**config.mk**
```make
export PLATFORM = sky130hd
export DESIGN_NAME = pwm_cfg_sequencer_flat
export DESIGN_NICKNAME = d
export VERILOG_FILES = /design/src/rtl/pwm_cfg_sequencer_if.sv /design/src/rtl/pwm_cfg_sequencer.sv /design/src/flat_wrapper.sv
export SDC_FILE = /design/constraint.sdc
export NUM_CORES = 2
export LEC_CHECK = 0
export BUFFER_PORTS_ARGS = -buffer_cell sky130_fd_sc_hd__buf_2
export CORE_UTILIZATION = 59
export DETAILED_ROUTE_END_ITERATION = 7
export GPL_TIMING_DRIVEN = 0
export PLACE_DENSITY = 0.91
export SETUP_SLACK_MARGIN = 0.15
export SLEW_MARGIN = 20
export SYNTH_ARGS = -nofsm -noshare
export SYNTH_HDL_FRONTEND = slang
export SYNTH_SLANG_ARGS = --single-unit
```
**constraint.sdc**
```tcl
create_clock -name clk -period 38.7 [get_ports clk]
set_input_delay 7.74 -clock clk [delete_from_list [all_inputs] [get_ports clk]]
set_output_delay 7.74 -clock clk [all_outputs]
set_load 0.005 [all_outputs]
```
**src/rtl/pwm_cfg_sequencer_if.sv**
```systemverilog
// Write-port bundle for pwm_cfg_sequencer: valid/ready handshake plus the
// target carrier, register select and data of one shadow-register write.
interface pwm_cfg_sequencer_if #(
  parameter int CNT_W = 16,
  parameter int CH_W  = 3
);
  logic             wr_valid;
  logic             wr_ready;
  logic [CH_W-1:0]  wr_chan;
  logic [1:0]       wr_reg;
  logic [CNT_W-1:0] wr_data;

  modport master (output wr_valid, wr_chan, wr_reg, wr_data, input wr_ready);
  modport slave  (input wr_valid, wr_chan, wr_reg, wr_data, output wr_ready);
endinterface

```
**src/rtl/pwm_cfg_sequencer.sv**
```systemverilog
// Shadow-register update sequencer for the 8-carrier PWM core.
// Writes land in per-carrier shadow registers; an arm request moves dirty
// carriers to ARMED, and each ARMED carrier copies its whole shadow set to the
// active buses on its selected boundary event, so the core never sees a
// half-updated carrier.
// Optional build macro PWMCFGSEQ_TIMEOUT_EN adds a per-carrier wait counter
// that force-commits after TMO_CYC ARMED cycles and raises a sticky tmo_flag.
module pwm_cfg_sequencer #(
  parameter int N_CARR  = 8,
  parameter int CNT_W   = 16
`ifdef PWMCFGSEQ_TIMEOUT_EN
  ,
  parameter int TMO_CYC = 65535
`endif
) (
  input  logic                      clk,
  input  logic                      reset,
  input  logic                      pwm_onoff,
  pwm_cfg_sequencer_if.slave        wr_if,
  input  logic                      arm_strobe,
  input  logic [N_CARR-1:0]         arm_mask,
  input  logic [1:0]                upd_mode,
  input  logic [N_CARR-1:0]         carr_zero_x,
  input  logic [N_CARR-1:0]         carr_peak_x,
  output logic [CNT_W*N_CARR-1:0]   period_x,
  output logic [CNT_W*N_CARR-1:0]   compare_x,
  output logic [CNT_W*N_CARR-1:0]   initcarr_x,
  output logic [2*N_CARR-1:0]       countmode_x,
  output logic [N_CARR-1:0]         pending_x,
  output logic [N_CARR-1:0]         upd_done_x,
  output logic                      tmo_flag
);

  localparam logic [0:0] IDLE  = 1'b0;
  localparam logic [0:0] ARMED = 1'b1;
  localparam int         CH_W  = $clog2(N_CARR);

  logic [0:0]        state_q    [N_CARR];
  logic [0:0]        state_d    [N_CARR];
  logic [CNT_W-1:0]  sh_per_q   [N_CARR];
  logic [CNT_W-1:0]  sh_cmp_q   [N_CARR];
  logic [CNT_W-1:0]  sh_init_q  [N_CARR];
  logic [1:0]        sh_mode_q  [N_CARR];
  logic [CNT_W-1:0]  act_per_q  [N_CARR];
  logic [CNT_W-1:0]  act_cmp_q  [N_CARR];
  logic [CNT_W-1:0]  act_init_q [N_CARR];
  logic [1:0]        act_mode_q [N_CARR];
  logic [N_CARR-1:0] dirty_q, dirty_d;
  logic [N_CARR-1:0] done_q, done_d;
  logic [N_CARR-1:0] armed, wr_hit, ev_hit, commit, arm_go, tmo_hit;
  logic              wr_acc;

  // A carrier that is waiting to commit must not have its shadow set disturbed.
  assign wr_if.wr_ready = (state_q[wr_if.wr_chan] == IDLE);

  // Per-carrier decode: write hit, boundary event, commit and arm decisions.
  always_comb begin
    // NOTE: every output of this block gets a default first, so no path can
    // leave a value unassigned and infer a latch.
    wr_acc  = wr_if.wr_valid & wr_if.wr_ready;
    armed   = '0;
    wr_hit  = '0;
    ev_hit  = '0;
    commit  = '0;
    arm_go  = '0;
    for (int i = 0; i < N_CARR; i++) begin
      state_d[i] = state_q[i];
      armed[i]   = (state_q[i] == ARMED);
      wr_hit[i]  = wr_acc && (wr_if.wr_chan == CH_W'(i));
      unique case (upd_mode)
        2'd0:    ev_hit[i] = 1'b1;
        2'd1:    ev_hit[i] = carr_zero_x[i];
        2'd2:    ev_hit[i] = carr_peak_x[i];
        default: ev_hit[i] = carr_zero_x[i] | carr_peak_x[i];
      endcase
      // Only events seen while already ARMED count; a stopped core always commits.
      commit[i] = armed[i] & (ev_hit[i] | ~pwm_onoff | tmo_hit[i]);
      // A write accepted in the arm cycle makes the carrier eligible.
      arm_go[i] = arm_strobe & arm_mask[i] & ~armed[i] & (dirty_q[i] | wr_hit[i]);
      if (commit[i])      state_d[i] = IDLE;
      else if (arm_go[i]) state_d[i] = ARMED;
    end
    dirty_d = (dirty_q | wr_hit) & ~commit;
    done_d  = commit;
  end

  // Shadow registers capture accepted writes; countmode keeps only two bits.
  always_ff @(posedge clk or posedge reset) begin
    if (reset) begin
      // NOTE: the shadow arrays are reset too, because an arm after reset must
      // commit a defined configuration even for fields that were never written.
      for (int i = 0; i < N_CARR; i++) begin
        sh_per_q[i]  <= '0;
        sh_cmp_q[i]  <= '0;
        sh_init_q[i] <= '0;
        sh_mode_q[i] <= '0;
      end
      dirty_q <= '0;
    end else begin
      // NOTE: non-blocking assignments keep every flop sampling pre-edge values.
      dirty_q <= dirty_d;
      for (int i = 0; i < N_CARR; i++) begin
        if (wr_hit[i]) begin
          unique case (wr_if.wr_reg)
            2'd0:    sh_per_q[i]  <= wr_if.wr_data;
            2'd1:    sh_cmp_q[i]  <= wr_if.wr_data;
            2'd2:    sh_init_q[i] <= wr_if.wr_data;
            default: sh_mode_q[i] <= wr_if.wr_data[1:0];
          endcase
        end
      end
    end
  end

  // Carrier FSMs and atomic shadow-to-active transfer with compare clamp.
  always_ff @(posedge clk or posedge reset) begin
    if (reset) begin
      for (int i = 0; i < N_CARR; i++) begin
        state_q[i]    <= IDLE;
        act_per_q[i]  <= '0;
        act_cmp_q[i]  <= '0;
        act_init_q[i] <= '0;
        act_mode_q[i] <= '0;
      end
      done_q <= '0;
    end else begin
      done_q <= done_d;
      for (int i = 0; i < N_CARR; i++) begin
        state_q[i] <= state_d[i];
        if (commit[i]) begin
          act_per_q[i]  <= sh_per_q[i];
          act_cmp_q[i]  <= (sh_cmp_q[i] > sh_per_q[i]) ? sh_per_q[i] : sh_cmp_q[i];
          act_init_q[i] <= sh_init_q[i];
          act_mode_q[i] <= sh_mode_q[i];
        end
      end
    end
  end

`ifdef PWMCFGSEQ_TIMEOUT_EN
  localparam int TMO_W = $clog2(TMO_CYC + 1);

  logic [TMO_W-1:0] wait_q [N_CARR];
  logic             tmo_flag_q;

  // A carrier that has waited TMO_CYC ARMED cycles commits on the next edge.
  always_comb begin
    tmo_hit = '0;
    for (int i = 0; i < N_CARR; i++) begin
      tmo_hit[i] = (state_q[i] == ARMED) && (wait_q[i] == TMO_W'(TMO_CYC));
    end
  end

  // Wait counters restart on arming and advance on every ARMED cycle; flag is sticky.
  always_ff @(posedge clk or posedge reset) begin
    if (reset) begin
      for (int i = 0; i < N_CARR; i++) wait_q[i] <= '0;
      tmo_flag_q <= 1'b0;
    end else begin
      for (int i = 0; i < N_CARR; i++) begin
        if (arm_go[i])                  wait_q[i] <= '0;
        else if (armed[i] && !commit[i]) wait_q[i] <= wait_q[i] + 1'b1;
      end
      if (|tmo_hit) tmo_flag_q <= 1'b1;
    end
  end

  assign tmo_flag = tmo_flag_q;
`else
  assign tmo_hit  = '0;
  assign tmo_flag = 1'b0;
`endif

  // Pack the active registers onto the core-facing buses, carrier 0 at the LSBs.
  always_comb begin
    period_x    = '0;
    compare_x   = '0;
    initcarr_x  = '0;
    countmode_x = '0;
    for (int i = 0; i < N_CARR; i++) begin
      period_x[i*CNT_W +: CNT_W]   = act_per_q[i];
      compare_x[i*CNT_W +: CNT_W]  = act_cmp_q[i];
      initcarr_x[i*CNT_W +: CNT_W] = act_init_q[i];
      countmode_x[2*i +: 2]        = act_mode_q[i];
    end
  end

  assign pending_x  = armed;
  assign upd_done_x = done_q;

endmodule

```
**src/flat_wrapper.sv**
```systemverilog
// flat-port wrapper written by rule: the top's interface ports become plain ports
module pwm_cfg_sequencer_flat 
#(
  parameter int N_CARR  = 8,
  parameter int CNT_W   = 16

)
  (clk, reset, pwm_onoff, arm_strobe, arm_mask, upd_mode, carr_zero_x, carr_peak_x, period_x, compare_x, initcarr_x, countmode_x, pending_x, upd_done_x, tmo_flag, wr_if_wr_valid, wr_if_wr_chan, wr_if_wr_reg, wr_if_wr_data, wr_if_wr_ready);
  pwm_cfg_sequencer_if #(.CNT_W(CNT_W), .CH_W(3)) wr_if_i ();
  input  logic clk;
  input  logic reset;
  input  logic pwm_onoff;
  input  logic arm_strobe;
  input  logic [N_CARR-1:0] arm_mask;
  input  logic [1:0] upd_mode;
  input  logic [N_CARR-1:0] carr_zero_x;
  input  logic [N_CARR-1:0] carr_peak_x;
  output logic [CNT_W*N_CARR-1:0] period_x;
  output logic [CNT_W*N_CARR-1:0] compare_x;
  output logic [CNT_W*N_CARR-1:0] initcarr_x;
  output logic [2*N_CARR-1:0] countmode_x;
  output logic [N_CARR-1:0] pending_x;
  output logic [N_CARR-1:0] upd_done_x;
  output logic tmo_flag;
  input wire logic [$bits(wr_if_i.wr_valid)-1:0] wr_if_wr_valid;
  input wire logic [$bits(wr_if_i.wr_chan)-1:0] wr_if_wr_chan;
  input wire logic [$bits(wr_if_i.wr_reg)-1:0] wr_if_wr_reg;
  input wire logic [$bits(wr_if_i.wr_data)-1:0] wr_if_wr_data;
  output wire logic [$bits(wr_if_i.wr_ready)-1:0] wr_if_wr_ready;
  assign wr_if_i.wr_valid = wr_if_wr_valid;
  assign wr_if_i.wr_chan = wr_if_wr_chan;
  assign wr_if_i.wr_reg = wr_if_wr_reg;
  assign wr_if_i.wr_data = wr_if_wr_data;
  assign wr_if_wr_ready = wr_if_i.wr_ready;
  pwm_cfg_sequencer #(.N_CARR(N_CARR), .CNT_W(CNT_W)) u_core (.clk(clk), .reset(reset), .pwm_onoff(pwm_onoff), .wr_if(wr_if_i), .arm_strobe(arm_strobe), .arm_mask(arm_mask), .upd_mode(upd_mode), .carr_zero_x(carr_zero_x), .carr_peak_x(carr_peak_x), .period_x(period_x), .compare_x(compare_x), .initcarr_x(initcarr_x), .countmode_x(countmode_x), .pending_x(pending_x), .upd_done_x(upd_done_x), .tmo_flag(tmo_flag));
endmodule
```
==> metrics.md <==
| Metric | Value |
|---|---|
| Status | complete, no violations |
| Number of I/O port buffers | 465 |
| FF-to-FF End | u_core.compare_x[5] |
| DR WL/cell | 25.4 um |
| CTS Buf Count | 83 |
| Reg2Reg Launch Point | u_core.sh_per_q[127] |
| Worst path cell trace | buf_2 > mux4_2 > mux2i_1 > buf_2 |
| Core Util, Final | 70.7% |
| Routed wire length | 131 mm |
| Post-synth top area share | 53.9% |
| Core Footprint | 0.0635 mm^2 |
| Fmax | 60.4 MHz |
| Pwr Density | 74.4 mW/mm^2 |
| Initial Utilization | 60.2% |
| Final Hold Viols | 0 |
| DIE AREA | 0.0659 mm^2 |
| Final global-route overflow total | 0 |
| Clk slew on worst S/H paths | 0.07 ns |
| Post-synth cell types | 42 |
| Max Cap Viol | 0 |
| Placed inst area | 0.0419 mm^2 |
| RSZ-0062 raised after global routing | false |
| Peak supply drop | 0.0000423 V |
| CP delay by family, top | multiplexers |
| Total track usage | 39.4% |
| Max Root-Sink Buffers | 3 |
| Switch Pwr | 1.21 mW |
| Crit path required time | 30.96 ns |
| Async S/R FF share, synth | 100% |
| Min-delay worst type | reg -> reg |
| Largest cells by area after synthesis | dfrtp_1 54%, nand2_1 8.6%, mux2_2 5.4% |
| Slowest stage delay, CP | 0.56 ns |
| Post-DP HPWL | 90.7 mm |
| Most numerous cell in the Yosys netlist | nand2_1 |
| DR vias/cell | 6.36 |
| Worst-Skew Late Latency | 0.63 ns |
| CTS Hold Bufs | 0 |
| Die Height | 257 um |
| Total Power | 3.34 mW |
| Area delta synth->final | 17.5% |
| Drc violations | 0 |
| Die X | 257 um |
| Setup Buffers After CTS | 0 |
| Normalized max-slew margin | 9.34% |
| Post-layout instance area | 0.0449 mm^2 |
| Syn Area/Cell | 10.4 um^2 |
| Internal power | 2.14 mW |
| Metal-1 WL | 48.8 mm |
| Worst Tran Pin Value | 1.36 ns |
| Fin nets | 4410 |
| R2r setup slk | 35.77 ns |
| H-Tree Depth | 3 |
| Inst Count DP | 4991 |
| Prevailing post-synth register cell | dfrtp_1 |
| Sequential area share after synthesis | 53.9% |
| Uppermost layer routed | met5 |
| Synth Cell Area | 0.0383 mm^2 |
| Root buf cell | clkbuf_16 |
| Gates resized, CTS repair | 0 |
| Layout cells sized above 1 | 23.5% |
| Largest net degree at the start of global routing | 108 |
| Remaining antenna violation count | 0 |
| Switching portion of total power | 36.1% |
| Cell mode on critical path | buf_2 |
| Buf+Inv Stages, Crit Path | 2 |
| Num rows | 92 |
| Post-route clock period utilization | 42.7% |
| Post-Layout Cell Count | 5148 |
| Worst setup EP type | output port |
| Met3 WL | 14.0 mm |
| Skew final | 0.0251 ns |
| Endpoint, Worst Hold | u_core.countmode_x[0] |
| Critical path type | in -> out |
| Routability congestion estimate | 0.945 |
| Synth top cells by count | 873 x nand2_1, 824 x dfrtp_1, 242 x o21ai_0, 197 x clkbuf_1, 183 x mux2_2 |
| Clk sink count | 824 |
| Seq pwr share | 41.9% |
| CP arrival | 8.80 ns |
| Post-synth EDFFs | 0 |
| 1st-pass router iterations | 6 |
| First-pass GRT wire length | 197 mm |
| Drt initial violations | 3598 |
| Synth warn | 0 |
| Met2 Wirelength | 59.8 mm |
| IO Count | 470 |
| HP Start | u_core.sh_mode_q[14] |
| Initial antenna violation count | 12 |
| Synthesized Nets | 3851 |
| Yosys reg bits | 824 |
| Largest area contributor in the netlist | dfrtp_1 |
| Critical path startpoint category | input port |
| Worst R2R Path Depth | 8 |
| Syn Inst Count | 3671 |
| Clock power frac | 26.7% |
| Hold path cells | 2 |
| LEAKAGE | 23.6 nW |
| Endpoints failing setup | 0 |
| Post-layout min period | 16.54 ns |
| CP max FO | 6 |
| Max-slew violations | 0 |
| Logic gate share of total power | 31.4% |
| Slowest-stage cell, CP | mux4_2 |
| Vias | 32800 |
| Vias in the first global route | 32300 |
| CTS tree | built |
-- area by class of cell --
| type | instances | area, um^2 |
|---|---|---|
| antenna | 8 | 20.0 |
| buffer | 289 | 1450 |
| clock buffer | 109 | 2350 |
| clock inverter | 40 | 644 |
| fill | 4454 | 18600 |
| inverter | 145 | 552 |
| multi-input combinational | 2413 | 15700 |
| sequential | 824 | 20600 |
| tap | 846 | 1060 |
| timing repair buffer | 474 | 2560 |
-- cell usage in the layout (no fill, tap or decap), drive strengths merged, types with 2 or more instances in the layout --
master / netlist / final
a2111oi: 8 / 8
a21o: 8 / 8
a21oi: 64 / 64
a221o: 8 / 8
a22oi: 8 / 8
a2bb2oi: 128 / 128
and3: 128 / 128
buf: 92 / 566
bufinv: 0 / 17
clkbuf: 197 / 306
clkinv: 8 / 26
clkinvlp: 0 / 3
dfrtp: 824 / 824
diode: 0 / 8
ha: 128 / 128
inv: 137 / 139
mux2: 272 / 272
mux4: 2 / 2
nand2: 873 / 873
nand2b: 2 / 2
nand3: 145 / 145
nand3b: 2 / 2
nand4: 32 / 32
nor2: 56 / 56
nor2b: 8 / 8
o211ai: 8 / 8
o21ai: 256 / 256
o31ai: 128 / 128
or3: 4 / 4
or3b: 5 / 5
or4: 136 / 136
-- how the worst max path moves through the flow --
stage | cells after the start | slack, ns | start | endpoint
final | 4 | 22.16 | wr_if_wr_chan[0] | wr_if_wr_ready
after detailed placement | 4 | 22.17 | wr_if_wr_chan[0] | wr_if_wr_ready
after floorplan | 1 | 7.81 | reset | u_core.compare_x[0]
after CTS | 4 | 22.17 | wr_if_wr_chan[0] | wr_if_wr_ready
after global routing | 4 | 22.09 | wr_if_wr_chan[0] | wr_if_wr_ready
after global placement | 2 | -0.11 | reset | u_core.period_x[41]
-- per-stage QoR --
step	worst slack, ns	setup TNS, ns	hold slack, ns
2_1_floorplan	7.81	0	0.432
3_3_place_gp	-0.112	-20.22	0.440
3_5_place_dp	22.17	0	0.450
4_1_cts	22.17	0	0.465
5_1_grt	22.09	0	0.481
6_report	22.16	0	0.462
-- sequential cells by signal, indices dropped and copies added, names as in the netlist --
name	flops
u_core.upd_done_x	8
u_core.sh_mode_q	16
u_core.sh_per_q	128
u_core.initcarr_x	128
u_core.compare_x	128
u_core.sh_init_q	128
u_core.period_x	128
u_core.countmode_x	16
u_core.pending_x	8
u_core.sh_cmp_q	128
u_core.dirty_q	8
-- layer usage --
layer / vias to the layer above / track usage [%]
met2: 2209 / 61.3
met1: 16100 / 50.7
met5: - / 0
met4: 2 / 22.7
li1: 13900 / -
met3: 476 / 9.23
-- power by group through the flow --
stage	Sequential, mW	Combinational, mW	Clock (mW)
floorplan	1.34	0.586	0
global route	1.42	1.15	0.925
detailed placement	1.39	1.02	0
global placement	1.39	0.965	0
CTS	1.39	1.03	0.894
finish	1.40	1.05	0.893
-- kinds of logic (layout without fill, tap and decap cells) --
| logic type | count (synthesis) | after routing | share of synthesized area (%) |
|---|---|---|---|
| compound gates | 617 | 617 | 10.5 |
| mux | 275 | 275 | 8.86 |
| buf+inv | 434 | 1057 | 5.12 |
| other cells | 1 | 9 | 0.00980 |
| fa+ha+maj | 128 | 128 | 4.19 |
| simple gates | 1392 | 1392 | 17.4 |
| flops | 824 | 824 | 53.9 |
-- worst register-to-register path, stage by stage, from the launching register on --
cell       delay, ns
dfrtp_1         0.36
inv_1           0.10
ha_1            0.33
nand4_1         0.24
a2111oi_1       0.98
buf_2           0.39
buf_2           0.27
o31ai_1         0.12
nand3_1         0.10
(Power assumes the default switching activity.)
